**config.mk**
```make
export PLATFORM = sky130hd
export DESIGN_NAME = trap_ctrl
export DESIGN_NICKNAME = d
export VERILOG_FILES = /design/src/rtl/trap_ctrl.sv
export SDC_FILE = /design/constraint.sdc
export NUM_CORES = 1
export LEC_CHECK = 0
export CAP_MARGIN = 20
export CORE_MARGIN = 2
export CORE_UTILIZATION = 36
export DETAILED_ROUTE_END_ITERATION = 16
export HOLD_SLACK_MARGIN = 0.12
export PLACE_DENSITY = 0.82
export RECOVER_POWER = 50
export SLEW_MARGIN = 20
export SYNTH_ARGS = -nofsm -noshare
export SYNTH_HDL_FRONTEND = slang
export SYNTH_SLANG_ARGS = --single-unit
```
**constraint.sdc**
```tcl
create_clock -name clk -period 1.92 [get_ports clk]
set_clock_uncertainty 0.1 [all_clocks]
set_input_delay 0.384 -clock clk [delete_from_list [all_inputs] [get_ports clk]]
set_output_delay 0.384 -clock clk [all_outputs]
set_load 0.02 [all_outputs]
```
**src/rtl/trap_ctrl.sv**
```systemverilog
`default_nettype none
// ============================================================================
// Module   : trap_ctrl
// Brief    : Machine-mode trap entry / mret sequencer driving the trap CSR port
// Revision : 1.0  initial release
// ============================================================================
module trap_ctrl #(
    parameter bit VECTORED_EN = 1'b0
) (
    input  logic        clk,
    input  logic        rst_n,
    input  logic        hx_valid_i,
    input  logic [31:0] pc_i,
    input  logic [31:0] pc_n_i,
    input  logic [31:0] inst_i,
    input  logic        ecall_i,
    input  logic        ebreak_i,
    input  logic        illegal_i,
    input  logic        mret_i,
    input  logic        ex_trap_valid_i,
    input  logic        tcmp_trap_valid_i,
    input  logic        soft_trap_valid_i,
    input  logic        mstatus_MIE3_i,
    output logic        trap_csr_we_o,
    output logic [11:0] trap_csr_addr_o,
    output logic [31:0] trap_csr_wdata_o,
    input  logic [31:0] trap_csr_rdata_i,
    output logic        trap_stall_o,
    output logic        trap_jump_o,
    output logic [31:0] trap_jaddr_o
);

    localparam logic [2:0] S_IDLE     = 3'd0;
    localparam logic [2:0] S_W_MEPC   = 3'd1;
    localparam logic [2:0] S_W_MCAUSE = 3'd2;
    localparam logic [2:0] S_W_MTVAL  = 3'd3;
    localparam logic [2:0] S_W_MSTAT  = 3'd4;
    localparam logic [2:0] S_JUMP_T   = 3'd5;
    localparam logic [2:0] S_R_MRET   = 3'd6;
    localparam logic [2:0] S_JUMP_M   = 3'd7;

    localparam logic [11:0] CSR_MSTATUS = 12'h300;
    localparam logic [11:0] CSR_MTVEC   = 12'h305;
    localparam logic [11:0] CSR_MEPC    = 12'h341;
    localparam logic [11:0] CSR_MCAUSE  = 12'h342;
    localparam logic [11:0] CSR_MTVAL   = 12'h343;

    localparam logic [31:0] CAUSE_ILLEGAL = 32'h0000_0002;
    localparam logic [31:0] CAUSE_BREAK   = 32'h0000_0003;
    localparam logic [31:0] CAUSE_ECALL   = 32'h0000_000B;
    localparam logic [31:0] CAUSE_M_SOFT  = 32'h8000_0003;
    localparam logic [31:0] CAUSE_M_TIMER = 32'h8000_0007;
    localparam logic [31:0] CAUSE_M_EXT   = 32'h8000_000B;

    logic [2:0]  state_q, state_d;
    logic [31:0] epc_q, epc_d;
    logic [31:0] cause_q, cause_d;
    logic [31:0] tval_q, tval_d;

    logic        exc_req;
    logic        irq_req;
    logic        accept;
    logic [31:0] ev_epc;
    logic [31:0] ev_cause;
    logic [31:0] ev_tval;
    logic [31:0] tvec_base;
    logic        unused_rdata;

    assign tvec_base    = {trap_csr_rdata_i[31:2], 2'b00};
    assign unused_rdata = ^trap_csr_rdata_i[1:0];

    // Event decode: exceptions beat mret, mret beats interrupts.
    always_comb begin
        exc_req  = ecall_i | ebreak_i | illegal_i;
        irq_req  = mstatus_MIE3_i & (ex_trap_valid_i | soft_trap_valid_i | tcmp_trap_valid_i);
        accept   = hx_valid_i & (exc_req | mret_i | irq_req);
        ev_epc   = pc_i;
        ev_tval  = 32'd0;
        ev_cause = CAUSE_ECALL;
        if (illegal_i) begin
            ev_cause = CAUSE_ILLEGAL;
            ev_tval  = inst_i;
        end else if (ebreak_i) begin
            ev_cause = CAUSE_BREAK;
            ev_tval  = pc_i;
        end else if (!ecall_i) begin
            ev_epc   = pc_n_i;
            ev_cause = ex_trap_valid_i   ? CAUSE_M_EXT  :
                       soft_trap_valid_i ? CAUSE_M_SOFT : CAUSE_M_TIMER;
        end
    end

    always_ff @(posedge clk or negedge rst_n) begin
        if (!rst_n) begin
            state_q <= S_IDLE;
            epc_q   <= 32'd0;
            cause_q <= 32'd0;
            tval_q  <= 32'd0;
        end else begin
            state_q <= state_d;
            epc_q   <= epc_d;
            cause_q <= cause_d;
            tval_q  <= tval_d;
        end
    end

    always_comb begin
        state_d = state_q;
        epc_d   = epc_q;
        cause_d = cause_q;
        tval_d  = tval_q;
        case (state_q)
            S_IDLE: begin
                if (accept) begin
                    if (!exc_req && mret_i) begin
                        state_d = S_R_MRET;
                    end else begin
                        state_d = S_W_MEPC;
                        epc_d   = ev_epc;
                        cause_d = ev_cause;
                        tval_d  = ev_tval;
                    end
                end
            end
            S_W_MEPC:   state_d = S_W_MCAUSE;
            S_W_MCAUSE: state_d = S_W_MTVAL;
            S_W_MTVAL:  state_d = S_W_MSTAT;
            S_W_MSTAT:  state_d = S_JUMP_T;
            S_JUMP_T:   state_d = S_IDLE;
            S_R_MRET:   state_d = S_JUMP_M;
            S_JUMP_M:   state_d = S_IDLE;
            default:    state_d = S_IDLE;
        endcase
    end

    always_comb begin
        trap_csr_we_o    = 1'b0;
        trap_csr_addr_o  = 12'd0;
        trap_csr_wdata_o = 32'd0;
        trap_jump_o      = 1'b0;
        trap_jaddr_o     = 32'd0;
        trap_stall_o     = 1'b1;
        case (state_q)
            S_IDLE: trap_stall_o = accept;
            S_W_MEPC: begin
                trap_csr_we_o    = 1'b1;
                trap_csr_addr_o  = CSR_MEPC;
                trap_csr_wdata_o = epc_q;
            end
            S_W_MCAUSE: begin
                trap_csr_we_o    = 1'b1;
                trap_csr_addr_o  = CSR_MCAUSE;
                trap_csr_wdata_o = cause_q;
            end
            S_W_MTVAL: begin
                trap_csr_we_o    = 1'b1;
                trap_csr_addr_o  = CSR_MTVAL;
                trap_csr_wdata_o = tval_q;
            end
            S_W_MSTAT: begin
                // MPIE <= MIE, MIE <= 0
                trap_csr_we_o    = 1'b1;
                trap_csr_addr_o  = CSR_MSTATUS;
                trap_csr_wdata_o = {24'd0, trap_csr_rdata_i[3], 7'd0};
            end
            S_JUMP_T: begin
                trap_csr_addr_o = CSR_MTVEC;
                trap_jump_o     = 1'b1;
                trap_jaddr_o    = (VECTORED_EN && cause_q[31]) ? tvec_base + (cause_q << 2)
                                                               : tvec_base;
            end
            S_R_MRET: begin
                // MIE <= MPIE, MPIE <= 1
                trap_csr_we_o    = 1'b1;
                trap_csr_addr_o  = CSR_MSTATUS;
                trap_csr_wdata_o = {24'd0, 1'b1, 3'd0, trap_csr_rdata_i[7], 3'd0};
            end
            S_JUMP_M: begin
                trap_csr_addr_o = CSR_MEPC;
                trap_jump_o     = 1'b1;
                trap_jaddr_o    = tvec_base;
            end
            default: trap_stall_o = 1'b1;
        endcase
    end

endmodule
`default_nettype wire

```
## After elaboration in Yosys (flattened, before gate mapping)

Cells that the tools add are included.

| word-level totals | value |
|---|---|
| output and inout port bits | 79 |
| input port bits | 139 |
| bits in registers | 99 |
| logic and storage cells | 48 |

| operators by class | value |
|---|---|
| multiplexer cells | 19 |
| equal/unequal tests | 8 |
| bitwise gates (word level) | 9 |
| reductions and logical operators | 8 |

Operator list:

| kind | number |
|---|---|
| two-way mux 32 bit | 9 |
| one-hot mux 32 bit (5 select lines) | 1 |
| one-hot mux 10 bit (5 select lines) | 1 |
| one-hot mux 3 bit (7 select lines) | 1 |
| equality test 3 bit (second input constant) | 4 |
| two-way mux 3 bit | 3 |
| equality test 3 x 2 -> 1 bit (second input constant) | 2 |
| OR 1 bit | 6 |
| OR reduction 2 bit | 3 |
| OR reduction 5 bit | 1 |
| two-way mux 4 bit | 1 |
| equality test 3 x 1 -> 1 bit (second input constant) | 1 |
| zero test 3 bit | 1 |
| two-way mux 1 bit | 3 |
| AND reduction 3 bit | 1 |
| AND 1 bit | 2 |
| inequality test 2 bit (second input constant) | 1 |
| logical AND 1 bit | 1 |
| zero test 1 bit | 1 |
| inverter 1 bit | 1 |

## Depth between registers and ports, before layout

| logic depth | value |
|---|---|
| depth in word-level cells | 7 |
| mapped depth | 7 |
| gate-level depth less buffers | 4 |

## Worst setup path after synthesis

Ideal clock, no wire load.

| path | value |
|---|---|
| kind | reg-to-output |
| from | register state_q[1] |
| to | output trap_csr_wdata_o[10] |
| path slack | -307 ps |
| arrival | 1743 ps |
| stages on the path, launching flop included | 7 |
| cell sequence | dfrtp_1 clkbuf_1 nor2b_1 and2_1 buf_2 buf_2 a22o_1 |

| between the ends | value |
|---|---|
| cells in the longest elaborated chain, start to end | 2 |

RTL lines:

| element | RTL line | text |
|---|---|---|
| from (decl) | 55 | `logic [2:0] state_q, state_d;` |
| from (signal assigned) | 100 | `state_q <= state_d;` |
| equality test 3 bit, or another cell as far along | 143 | `case (state_q)` |
| one-hot mux 32 bit (5 select lines) * | 143 |  |
| to (decl) | 26 | `output logic [31:0] trap_csr_wdata_o,` |

Every way passes the cells marked *; elsewhere a longest branch is shown, timed or not.

## Final worst setup path

| path | value |
|---|---|
| from | register state_q[2] |
| to | register epc_q[3] |

| between the ends | value |
|---|---|
| cells in the longest elaborated chain, start to end | 2 |

RTL lines:

| element | RTL line | text |
|---|---|---|
| zero test 3 bit | 112 | `case (state_q)` |
| AND reduction 3 bit (no source line) | - |  |
| to (signal assigned) | 101 | `epc_q <= epc_d;` |
| to (decl) | 56 | `logic [31:0] epc_q, epc_d;` |

No other way between the ends.
A chain may end at the register's enable or synchronous reset.

==> impl_results.md <==
* Core ar. at 0.0114 mm^2
* First-pass GRT wire length at approximately 26,000 um
* Hold Crit Depth at 1
* Hold Path End: cause_q[1]
* Ant diodes at 0
* Worst r2r src: state_q[2]
* Nets at around 810
* DRC viols at 0
* Cell variety after synth at 35
* Gpl congestion at between 0.9 and 1
* Outcome: finished, violations left
* YS warnings at 0
* Fmax at 466 MHz
* Vias/cell at 6.03
* GRT Residual Overflow at 0
* Footprint of the multi-input gates at ~0.0026 mm^2
* Cell area after synthesis at 0.00419 mm^2
* TritonCTS clock tree: yes
* Final Hold Vio Count at 0
* Post-detailed-route count of antenna-violating nets at 0
* Worst-path clk slew at ~60 ps
* Critical Path Fanout Max at 11
* Hold Crit Class: reg2reg
* Arrival time of the worst setup path at around 2300 ps
* DP Wirelength at 11,800 um
* Fraction of layout cells with a size suffix above 1 at 43.2%
* Num Clock Sinks at between 70 and 80
* Worst R2R Setup Slack at -230 ps
* PwrDens at 1530 mW/mm^2
* Worst R2R Path Depth at 8
* Max clock buf depth at 2
* Initial DRC count at about 380
* Violated checks: setup timing
* Worst Tran Pin Value at 904 ps
* Tcrit/Tclk final at 112%
* Layout Cells excl Fill at roughly 820
* Worst r2r dst: epc_q[3]
* Placed Cells at 761
* Starting density of the core at 36.8%
* Initial antenna violation count at 0
* Met1 usage at 32.2%
* Total power at about 12 mW
* Met3 Use GR at 5.17%
* RSZ-0062 raised after global routing: yes
* Vias in the first global route at 4,823
* GRT Total Usage at a little over a quarter
* Crit path launch type: flop
* Hold_ws at roughly 420 ps
* Die ar. at 0.0125 mm^2
* FF+latch count, synth at 72
* # H-tree levels at 3
* Setup Crit Path Kind: reg2reg
* Final Max Slew Viols at 0
* Required @ worst endpoint at around 2100 ps
* # IOs at 218
* Largest net degree at the start of global routing at 40
* Die width at 112 um
* Syn avg cell area at 10.1 um^2
* Slew margin rel. at between 30% and 40%
* Crit. End Element: flop
* Worst hold start: cause_q[1]
* Routed via count at 4,917
* Seq/Total Area, Yosys at between 40% and 50%
* Filler cell count at just under 800
* Grt peak-use layer: met2
* Pleak at 3.46 nW
* Area grow syn2layout at 93.8%
* Die Ht at 112 um
* DR WL/cell at 23.7 um
* Clock latency on the worst-skew pair at around 330 ps
* Row Count at 39
* Met2 Track Usage GR at 47.3%
* Setup violators final at 135
* Num CTS Buffers at 9
* Peak VDD IR at between 900 and 1000 uV
* Final wirelength at 19,400 um
* Post-Syn Instances at approximately 410
* Root Buffer: clkbuf_16
* PortBufs at between 200 and 250
* Final worst slack at -225 ps
* Detailed Routing Iterations Pass 1 at 5
* Max-Cap Viols at 0
* Reg area at roughly 0.0018 mm^2
* Fin crit period at roughly 2100 ps
* Setup TNS at -16,970 ps
[metrics by stage]
stage                     area, um^2  util [%]  setup WS (ps)
final                           8120      71.4           -225
after floorplan                 4230         -          -1.58
after global placement          6680      58.8           -917
after global routing            8120      71.4           -280
after detailed placement        6680      58.8           -890
after CTS                       7390      65.0           -187
[cells in the mapped netlist]
cell type,number,share of area (%)
mux2_2,5,1.3
nand2_1,3,0.27
clkbuf_1,32,2.9
nor3_4,1,0.39
nand3_1,1,0.12
a31oi_1,1,0.15
or3_4,1,0.27
mux2i_1,3,0.72
a2bb2oi_1,33,6.9
o22ai_1,4,0.60
conb_1,1,0.090
o22ai_2,30,9.0
nor3_1,5,0.60
nor2_1,8,0.72
buf_2,11,1.3
a21oi_1,67,8.0
a311oi_1,1,0.21
nor4b_1,1,0.21
buf_6,4,1.1
nand2b_1,3,0.45
buf_4,12,2.2
a22o_1,26,5.4
o21ai_1,1,0.12
inv_1,3,0.27
o21ai_0,5,0.60
or3_1,1,0.15
and2_1,4,0.60
a32o_1,1,0.24
nor2b_1,5,0.75
dfrtp_1,72,43
o31ai_1,1,0.18
and3_1,30,4.5
a22oi_1,36,6.5
buf_1,1,0.090
maj3_1,1,0.24
[flip-flops by register name, summed over array words and instances, names as in the netlist]
| name | count |
|---|---|
| cause_q | 5 |
| epc_q | 32 |
| state_q | 3 |
| tval_q | 32 |
[report_power, final]
part | switching (mW) | internal (mW) | total, mW
clock | 0.664 | 1.27 | 1.94
sequential | 0.562 | 2.27 | 2.83
combinational | 3.50 | 4.12 | 7.62
total | 4.73 | 7.66 | 12.4
[layout by cell type, fill, tap and decap left out, types with 3 or more instances in the layout]
| master | Yosys | layout |
|---|---|---|
| o22ai_2 | 30 | 25 |
| a22oi_2 | 0 | 4 |
| buf_2 | 11 | 20 |
| a22oi_1 | 36 | 32 |
| nor3_4 | 1 | 3 |
| buf_12 | 0 | 13 |
| buf_16 | 0 | 3 |
| a2bb2oi_1 | 33 | 5 |
| dfrtp_1 | 72 | 70 |
| buf_8 | 0 | 6 |
| conb_1 | 1 | 8 |
| o22ai_4 | 0 | 9 |
| and2_4 | 0 | 4 |
| and3_1 | 30 | 21 |
| a2bb2oi_2 | 0 | 28 |
| nor2_1 | 8 | 3 |
| a21oi_1 | 67 | 67 |
| buf_6 | 4 | 58 |
| clkbuf_16 | 0 | 21 |
| nand2b_1 | 3 | 3 |
| a22o_1 | 26 | 25 |
| and3_4 | 0 | 9 |
| dlygate4sd2_1 | 0 | 4 |
| clkdlybuf4s50_1 | 0 | 127 |
| buf_4 | 12 | 47 |
| nor2_2 | 0 | 4 |
| bufinv_16 | 0 | 3 |
| mux2_4 | 0 | 4 |
[logic make-up after synthesis]
kind of cell	count (synthesis)	share of synthesized area, %
simple gates	63	8.99
mux	8	2.06
other cells	1	0.0895
buf+inv	63	7.77
fa+ha+maj	1	0.239
flops	72	43.0
compound gates	206	37.8
[area by class of cell]
| type | instances | share of cell area, % |
|---|---|---|
| timing repair buffer | 295 | 39.2 |
| multi-input combinational | 286 | 31.9 |
| sequential | 72 | 22.2 |
| clock buffer | 9 | 2.77 |
| tap | 143 | 2.20 |
| clock inverter | 7 | 1.48 |
| inverter | 3 | 0.200 |
[worst max-delay path, stage by stage (launching register included)]
cell	delay, ps
dfrtp_1	390
buf_4	150
buf_6	150
buf_4	150
nor4b_4	370
and2_4	290
buf_4	140
clkbuf_16	140
a2bb2oi_1	180
[repair_timing]
item,CTS,global route
hold buffers,1,0
buffers inserted,12,8
cloned,4,14
resized for setup,439,84
pin swaps,49,15
hold endpoints to repair,33,0
setup endpoints to repair,141,127
[worst max path at each step]
| stage | from | end |
|---|---|---|
| 2_1_floorplan | state_q[1] | trap_csr_wdata_o[10] |
| 3_3_place_gp | illegal_i | trap_stall_o |
| 3_5_place_dp | illegal_i | trap_stall_o |
| 4_1_cts | state_q[1] | trap_csr_wdata_o[0] |
| 5_1_grt | state_q[2] | epc_q[3] |
| 6_report | state_q[2] | epc_q[3] |
[per-layer routing]
layer	vias up	wire length (um)
met1	2429	6970
met3	48	1700
met5	-	0
met4	0	631
met2	339	10100
li1	2101	-
No activity file was read; power rests on OpenSTA's default activity.
